$ cat src/rtl/mpu_regfile_write_arbiter_pkg.sv
// Shared types for the register-file write arbiter: matrix geometry, the float_sp word,
// and the arbiter's state/owner enums (stands in for mpu_data_types).
package mpu_regfile_write_arbiter_pkg;

   localparam int M     = 6;
   localparam int N     = 6;
   localparam int MBITS = $clog2(M);
   localparam int NBITS = $clog2(N);

   typedef logic [31:0] float_sp;

   typedef enum logic [1:0] {
      ARB_IDLE    = 2'd0,
      ARB_LOAD    = 2'd1,
      ARB_GRANT   = 2'd2,
      ARB_COLLECT = 2'd3
   } arbiter_state_e;

   typedef enum logic {
      OWNER_LOADER    = 1'b0,
      OWNER_COLLECTOR = 1'b1
   } arb_owner_e;

endpackage

$ cat src/rtl/mpu_regfile_write_arbiter_if.sv
// Bundle of loader, collector and register-file write signals around the arbiter.
// slave = arbiter side, master = requesters / register file side.
interface mpu_regfile_write_arbiter_if;
   import mpu_regfile_write_arbiter_pkg::*;

   logic             load_valid_in;
   logic             load_ready_out;
   logic             load_last_in;
   logic [MBITS:0]   load_i_in;
   logic [NBITS:0]   load_j_in;
   float_sp          load_element_in;

   logic             coll_req_in;
   logic             coll_grant_out;
   logic             coll_active_in;
   logic [MBITS:0]   coll_i_in;
   logic [NBITS:0]   coll_j_in;
   float_sp          coll_element_in;

   logic             reg_write_en_out;
   logic [MBITS:0]   reg_i_out;
   logic [NBITS:0]   reg_j_out;
   float_sp          reg_element_out;
   logic             reg_owner_out;
   logic             arb_error_out;

   modport slave (
      input  load_valid_in, load_last_in, load_i_in, load_j_in, load_element_in,
      input  coll_req_in, coll_active_in, coll_i_in, coll_j_in, coll_element_in,
      output load_ready_out, coll_grant_out,
      output reg_write_en_out, reg_i_out, reg_j_out, reg_element_out, reg_owner_out,
      output arb_error_out
   );

   modport master (
      output load_valid_in, load_last_in, load_i_in, load_j_in, load_element_in,
      output coll_req_in, coll_active_in, coll_i_in, coll_j_in, coll_element_in,
      input  load_ready_out, coll_grant_out,
      input  reg_write_en_out, reg_i_out, reg_j_out, reg_element_out, reg_owner_out,
      input  arb_error_out
   );

endinterface

$ cat src/rtl/mpu_regfile_write_arbiter.sv
// Single write-port arbiter: loader matrices and collector bursts never interleave.
// Optional collector idle watchdog enabled by defining MPU_ARB_WATCHDOG_EN.
module mpu_regfile_write_arbiter
   import mpu_regfile_write_arbiter_pkg::*;
#(
   parameter int BURST_LEN      = M * N,
   parameter int TIMEOUT_CYCLES = 16
) (
   input  logic                         clk,
   input  logic                         rst,
   mpu_regfile_write_arbiter_if.slave   bus
);

   localparam int CNT_W = $clog2(BURST_LEN) + 1;

   arbiter_state_e    r_state, w_state_nxt;
   arb_owner_e        r_last_owner, w_last_owner_nxt;
   logic [CNT_W-1:0]  r_cnt, w_cnt_nxt;

   logic              w_load_acc, w_coll_acc, w_coll_err, w_timeout;
   logic              r_we, r_owner, r_err;
   logic [MBITS:0]    r_i;
   logic [NBITS:0]    r_j;
   float_sp           r_elem;

   assign bus.load_ready_out = (r_state == ARB_LOAD);
   assign bus.coll_grant_out = (r_state == ARB_GRANT);

`ifdef MPU_ARB_WATCHDOG_EN
   localparam int IDLE_W = $clog2(TIMEOUT_CYCLES + 1);
   logic [IDLE_W-1:0] r_idle;
   logic              w_wd_armed;

   assign w_wd_armed = (r_state == ARB_GRANT) || (r_state == ARB_COLLECT);
   assign w_timeout  = w_wd_armed && !bus.coll_active_in &&
                       (r_idle == IDLE_W'(TIMEOUT_CYCLES - 1));

   always_ff @(posedge clk) begin
      if (rst || !w_wd_armed || bus.coll_active_in || w_timeout) r_idle <= '0;
      else                                                       r_idle <= r_idle + IDLE_W'(1);
   end
`else
   assign w_timeout = 1'b0;
`endif

   always_comb begin
      w_state_nxt      = r_state;
      w_last_owner_nxt = r_last_owner;
      w_cnt_nxt        = r_cnt;
      w_load_acc       = (r_state == ARB_LOAD) && bus.load_valid_in;
      w_coll_acc       = (r_state == ARB_COLLECT) && bus.coll_active_in;
      w_coll_err       = bus.coll_active_in && (r_state != ARB_COLLECT);

      unique case (r_state)
         ARB_IDLE: begin
            // Tie goes to whoever did not own the port last
            if (bus.coll_req_in && (!bus.load_valid_in || r_last_owner == OWNER_LOADER))
               w_state_nxt = ARB_GRANT;
            else if (bus.load_valid_in)
               w_state_nxt = ARB_LOAD;
         end
         ARB_LOAD: begin
            if (w_load_acc && bus.load_last_in) begin
               w_state_nxt      = ARB_IDLE;
               w_last_owner_nxt = OWNER_LOADER;
            end
         end
         ARB_GRANT: begin
            w_cnt_nxt   = '0;
            w_state_nxt = ARB_COLLECT;
         end
         ARB_COLLECT: begin
            if (w_coll_acc) begin
               if (r_cnt == CNT_W'(BURST_LEN - 1)) begin
                  w_state_nxt      = ARB_IDLE;
                  w_last_owner_nxt = OWNER_COLLECTOR;
               end else begin
                  w_cnt_nxt = r_cnt + CNT_W'(1);
               end
            end
         end
         default: w_state_nxt = ARB_IDLE;
      endcase

      if (w_timeout) begin
         w_state_nxt      = ARB_IDLE;
         w_last_owner_nxt = OWNER_COLLECTOR;
      end
   end

   always_ff @(posedge clk) begin
      if (rst) begin
         r_state      <= ARB_IDLE;
         r_last_owner <= OWNER_COLLECTOR;
         r_cnt        <= '0;
         r_err        <= 1'b0;
         r_we         <= 1'b0;
         r_owner      <= 1'b0;
         r_i          <= '0;
         r_j          <= '0;
         r_elem       <= '0;
      end else begin
         r_state      <= w_state_nxt;
         r_last_owner <= w_last_owner_nxt;
         r_cnt        <= w_cnt_nxt;
         r_err        <= r_err | w_coll_err | w_timeout;
         r_we         <= w_load_acc | w_coll_acc;
         r_owner      <= w_coll_acc;
         if (w_coll_acc) begin
            r_i    <= bus.coll_i_in;
            r_j    <= bus.coll_j_in;
            r_elem <= bus.coll_element_in;
         end else if (w_load_acc) begin
            r_i    <= bus.load_i_in;
            r_j    <= bus.load_j_in;
            r_elem <= bus.load_element_in;
         end else begin
            r_i    <= '0;
            r_j    <= '0;
            r_elem <= '0;
         end
      end
   end

   assign bus.reg_write_en_out = r_we;
   assign bus.reg_owner_out    = r_owner;
   assign bus.reg_i_out        = r_i;
   assign bus.reg_j_out        = r_j;
   assign bus.reg_element_out  = r_elem;
   assign bus.arb_error_out    = r_err;

endmodule

$ cat src/flat_wrapper.sv
// flat-port wrapper written by rule: the top's interface ports become plain ports
module mpu_regfile_write_arbiter_flat import mpu_regfile_write_arbiter_pkg::*;
#(
   parameter int BURST_LEN      = M * N,
   parameter int TIMEOUT_CYCLES = 16
)
  (clk, rst, bus_load_valid_in, bus_load_last_in, bus_load_i_in, bus_load_j_in, bus_load_element_in, bus_coll_req_in, bus_coll_active_in, bus_coll_i_in, bus_coll_j_in, bus_coll_element_in, bus_load_ready_out, bus_coll_grant_out, bus_reg_write_en_out, bus_reg_i_out, bus_reg_j_out, bus_reg_element_out, bus_reg_owner_out, bus_arb_error_out);
  mpu_regfile_write_arbiter_if bus_i ();
  input  logic clk;
  input  logic rst;
  input wire logic [$bits(bus_i.load_valid_in)-1:0] bus_load_valid_in;
  input wire logic [$bits(bus_i.load_last_in)-1:0] bus_load_last_in;
  input wire logic [$bits(bus_i.load_i_in)-1:0] bus_load_i_in;
  input wire logic [$bits(bus_i.load_j_in)-1:0] bus_load_j_in;
  input wire logic [$bits(bus_i.load_element_in)-1:0] bus_load_element_in;
  input wire logic [$bits(bus_i.coll_req_in)-1:0] bus_coll_req_in;
  input wire logic [$bits(bus_i.coll_active_in)-1:0] bus_coll_active_in;
  input wire logic [$bits(bus_i.coll_i_in)-1:0] bus_coll_i_in;
  input wire logic [$bits(bus_i.coll_j_in)-1:0] bus_coll_j_in;
  input wire logic [$bits(bus_i.coll_element_in)-1:0] bus_coll_element_in;
  output wire logic [$bits(bus_i.load_ready_out)-1:0] bus_load_ready_out;
  output wire logic [$bits(bus_i.coll_grant_out)-1:0] bus_coll_grant_out;
  output wire logic [$bits(bus_i.reg_write_en_out)-1:0] bus_reg_write_en_out;
  output wire logic [$bits(bus_i.reg_i_out)-1:0] bus_reg_i_out;
  output wire logic [$bits(bus_i.reg_j_out)-1:0] bus_reg_j_out;
  output wire logic [$bits(bus_i.reg_element_out)-1:0] bus_reg_element_out;
  output wire logic [$bits(bus_i.reg_owner_out)-1:0] bus_reg_owner_out;
  output wire logic [$bits(bus_i.arb_error_out)-1:0] bus_arb_error_out;
  assign bus_i.load_valid_in = bus_load_valid_in;
  assign bus_i.load_last_in = bus_load_last_in;
  assign bus_i.load_i_in = bus_load_i_in;
  assign bus_i.load_j_in = bus_load_j_in;
  assign bus_i.load_element_in = bus_load_element_in;
  assign bus_i.coll_req_in = bus_coll_req_in;
  assign bus_i.coll_active_in = bus_coll_active_in;
  assign bus_i.coll_i_in = bus_coll_i_in;
  assign bus_i.coll_j_in = bus_coll_j_in;
  assign bus_i.coll_element_in = bus_coll_element_in;
  assign bus_load_ready_out = bus_i.load_ready_out;
  assign bus_coll_grant_out = bus_i.coll_grant_out;
  assign bus_reg_write_en_out = bus_i.reg_write_en_out;
  assign bus_reg_i_out = bus_i.reg_i_out;
  assign bus_reg_j_out = bus_i.reg_j_out;
  assign bus_reg_element_out = bus_i.reg_element_out;
  assign bus_reg_owner_out = bus_i.reg_owner_out;
  assign bus_arb_error_out = bus_i.arb_error_out;
  mpu_regfile_write_arbiter #(.BURST_LEN(BURST_LEN), .TIMEOUT_CYCLES(TIMEOUT_CYCLES)) u_core (.clk(clk), .rst(rst), .bus(bus_i));
endmodule
$ cat config.mk
export PLATFORM = sky130hd
export DESIGN_NAME = mpu_regfile_write_arbiter_flat
export DESIGN_NICKNAME = d
export VERILOG_FILES = /design/src/rtl/mpu_regfile_write_arbiter_pkg.sv /design/src/rtl/mpu_regfile_write_arbiter_if.sv /design/src/rtl/mpu_regfile_write_arbiter.sv /design/src/flat_wrapper.sv
export SDC_FILE = /design/constraint.sdc
export NUM_CORES = 1
export LEC_CHECK = 0
export ABC_CLOCK_PERIOD_IN_PS = 3800
export CORE_MARGIN = 3
export CORE_UTILIZATION = 37
export DETAILED_ROUTE_END_ITERATION = 7
export PLACE_DENSITY = 0.92
export SYNTH_ARGS = -nofsm -noshare
export SYNTH_HDL_FRONTEND = slang
export SYNTH_SLANG_ARGS = --single-unit
$ cat constraint.sdc
create_clock -name clk -period 3.8 [get_ports clk]
set_input_delay 0.95 -clock clk [delete_from_list [all_inputs] [get_ports clk]]
set_output_delay 0.95 -clock clk [all_outputs]
set_load 0.02 [all_outputs]
==> metrics.cfg <==
[detailed_routing]
dr_wl_met3_um = 412
route.met2.wl_um = 2850
drt-pass1-iter-count = 4
drcViolationCount = 0
vias = 1767
drt-met1-wl_um = 2120
ant_nets = 0
wirelength_um = 5440
routed.top_layer = met4
via_per_inst = 4.92
first_iter_violations = 63
routedWlPerCell_um = 15.1

[worst_setup_path]
cp_data_arrival_time_ns = 1.67
r2r_start = u_core.r_state[1]
path_max_fanout = 12
regToRegSetupSlack_ns = 1.87
r2r-end = u_core.bus.reg_element_out[9]
crit_required_ns = 2.85
worst-setup-path-type = flip-flop to output pin
r2r_cells = 5
cp-end-kind = output pin
crit_path_start_kind = flip-flop

[floorplanning]
rows = 25
start_util = 0.386
dieArea_mm2 = 0.00588
pin_count = 131
dieHeight_um = 76.7
core_mm2 = 0.00479
die-width_um = 76.7

[logic_synthesis]
yosysMostFrequentCell = dfxtp_1
ys.warnings.count = 0
async_reset_ff_frac = 0
synth_ff_type = dfxtp_1
synthTopCellsByCount = dfxtp_1 (53), a22o_1 (40), buf_2 (9), nand2_1 (8), nand2b_1 (7)
syn_nets = 250
ys_types = 30
synth_area_leaders = dfxtp_1 (57%), a22o_1 (19%), buf_2 (2.4%)
synth.largest_area_cell = dfxtp_1
netlist_area_mm2 = 0.00185
ys_seq_area_frac = 0.575
yosysTopAreaCellShare = 0.575
syn_inst = 163
ys_seq_elements = 53
synth_edf_count = 0
postSynthAreaPerCell_um2 = 11.3

[global_routing]
grt_pass1_wl_um = 8780
grt_util_all_layers = 0.187
grt_overflow = 0
grt_max_degree = 36
grt_antenna_before_repair = 0
grt_pass1_vias = 1763

[sta]
holdWs_ns = 0.471
period_minus_slack_ns = 2.62
max_freq_mhz = 382
rsz0062_at_grt = no
hold_violations = 0
setup_viol_count_final = 0
slew_headroom = 0.664
finalWorstSetupSlack_ns = 1.18
skew_ns = 0.0108
fin_tns_setup_ns = 0
maxSlewViolCount = 0
fin_crit_sh = 0.689
worstMarginPinSlew_ns = 0.504

[placed_design]
io_buffers = 130
pre_cts_ws_ns = 0.874
dp_hpwl_um = 4200
place_area_mm2 = 0.00319
dp.cells = 351
place_congestion = 0.786

[power]
leakage_nw = 1.21
ir_drop_mv = 0.166
fin_total_pwr_mw = 1.07
p_per_area_mw_per_mm2 = 328

[final_layout]
area_growth_pct = 77.4
filler_cell_count = 375
drive_above_1_share = 0.0411
finish.instance_area_mm2 = 0.00328
seqCellArea_mm2 = 0.00106
nets = 378
final_util = 0.685
fin_cells = 359
n_antenna_cell = 0
multi_input_comb_area_um2 = 718

[clock_tree]
cts_num_sinks = 53
cts.repair.resized = 0
h-tree-depth = 2
cts_buffers = 5
clock_path_buffers = 2
cts-root-buf = clkbuf_8
path_clk_slew_ns = 0.10
insertion_delay_ns = 0.30
post-cts-setup-buffer-count = 0
tritoncts = built
hold_buffers = 0

[worst_hold_path]
min_path_cells = 2
min_to = u_core.bus.arb_error_out
min_from = u_core.bus.arb_error_out
hold_class = flip-flop to flip-flop

[run]
max_cap_viol_count = 0

[run_status]
status = finished, final reports clean

[layout make-up]
cell class,count,share of cell area
multi-input cells,96,0.219
clock inverters,3,0.00535
repair buffers,132,0.402
well taps,67,0.0256
inverters,3,0.00344
clock buffers,5,0.0210
flip-flops and latches,53,0.324
[worst max-delay path by stage]
stage                  startpoint                        endpoint  slack (ns)  cells past startpoint
2_1_floorplan                 rst  u_core.bus.reg_element_out[10]        1.99                      5
3_3_place_gp   bus_coll_active_in  u_core.bus.reg_element_out[31]        0.96                      6
3_5_place_dp   bus_coll_active_in   u_core.bus.reg_element_out[9]        0.87                      6
4_1_cts        bus_coll_active_in   u_core.bus.reg_element_out[9]        1.17                      6
5_1_grt        bus_coll_active_in   u_core.bus.reg_element_out[9]        1.05                      6
6_report        u_core.r_state[1]              bus_coll_grant_out        1.18                      2
[power breakdown]
part           switching, mW  leakage (nW)  total, mW  internal [mW]
Clock                  0.181        0.0439      0.308          0.128
Combinational         0.0629         0.739      0.184          0.121
Sequential           0.00899         0.430      0.581          0.572
[state kept, by name, indices dropped and copies added (netlist names)]
register,cells
u_core.bus.arb_error_out,1
u_core.bus.reg_element_out,32
u_core.bus.reg_i_out,4
u_core.bus.reg_j_out,4
u_core.bus.reg_owner_out,1
u_core.bus.reg_write_en_out,1
u_core.r_cnt,7
u_core.r_last_owner,1
u_core.r_state,2
[placed cells by master, fill, tap and decap left out, types with 3 or more instances in the layout]
master	Yosys	routed
clkdlybuf4s50_1	0	130
nand3_1	3	3
or4_1	4	4
a21oi_1	6	6
a22o_1	40	40
nand2_1	8	8
nand2b_1	7	7
o31ai_1	5	5
inv_1	3	3
dfxtp_1	53	53
clkbuf_8	0	5
[layer usage]
| layer | vias up | GRT usage |
|---|---|---|
| li1 | 873 | - |
| met1 | 804 | 0.201 |
| met2 | 84 | 0.346 |
| met3 | 6 | 0.0739 |
| met4 | 0 | 0.0399 |
| met5 | - | 0 |
[critical path: stages, from the launching register on]
cell and delay (ns):
dfxtp_1 0.53, nor2b_1 0.21, clkdlybuf4s50_1 0.63
[cell families after synthesis]
family,share of synthesized area
simple gates,0.114
fa+ha+maj,0.00677
flops,0.575
compound gates,0.268
buf+inv,0.0366
Note: power is estimated with default switching activity, not from simulation.
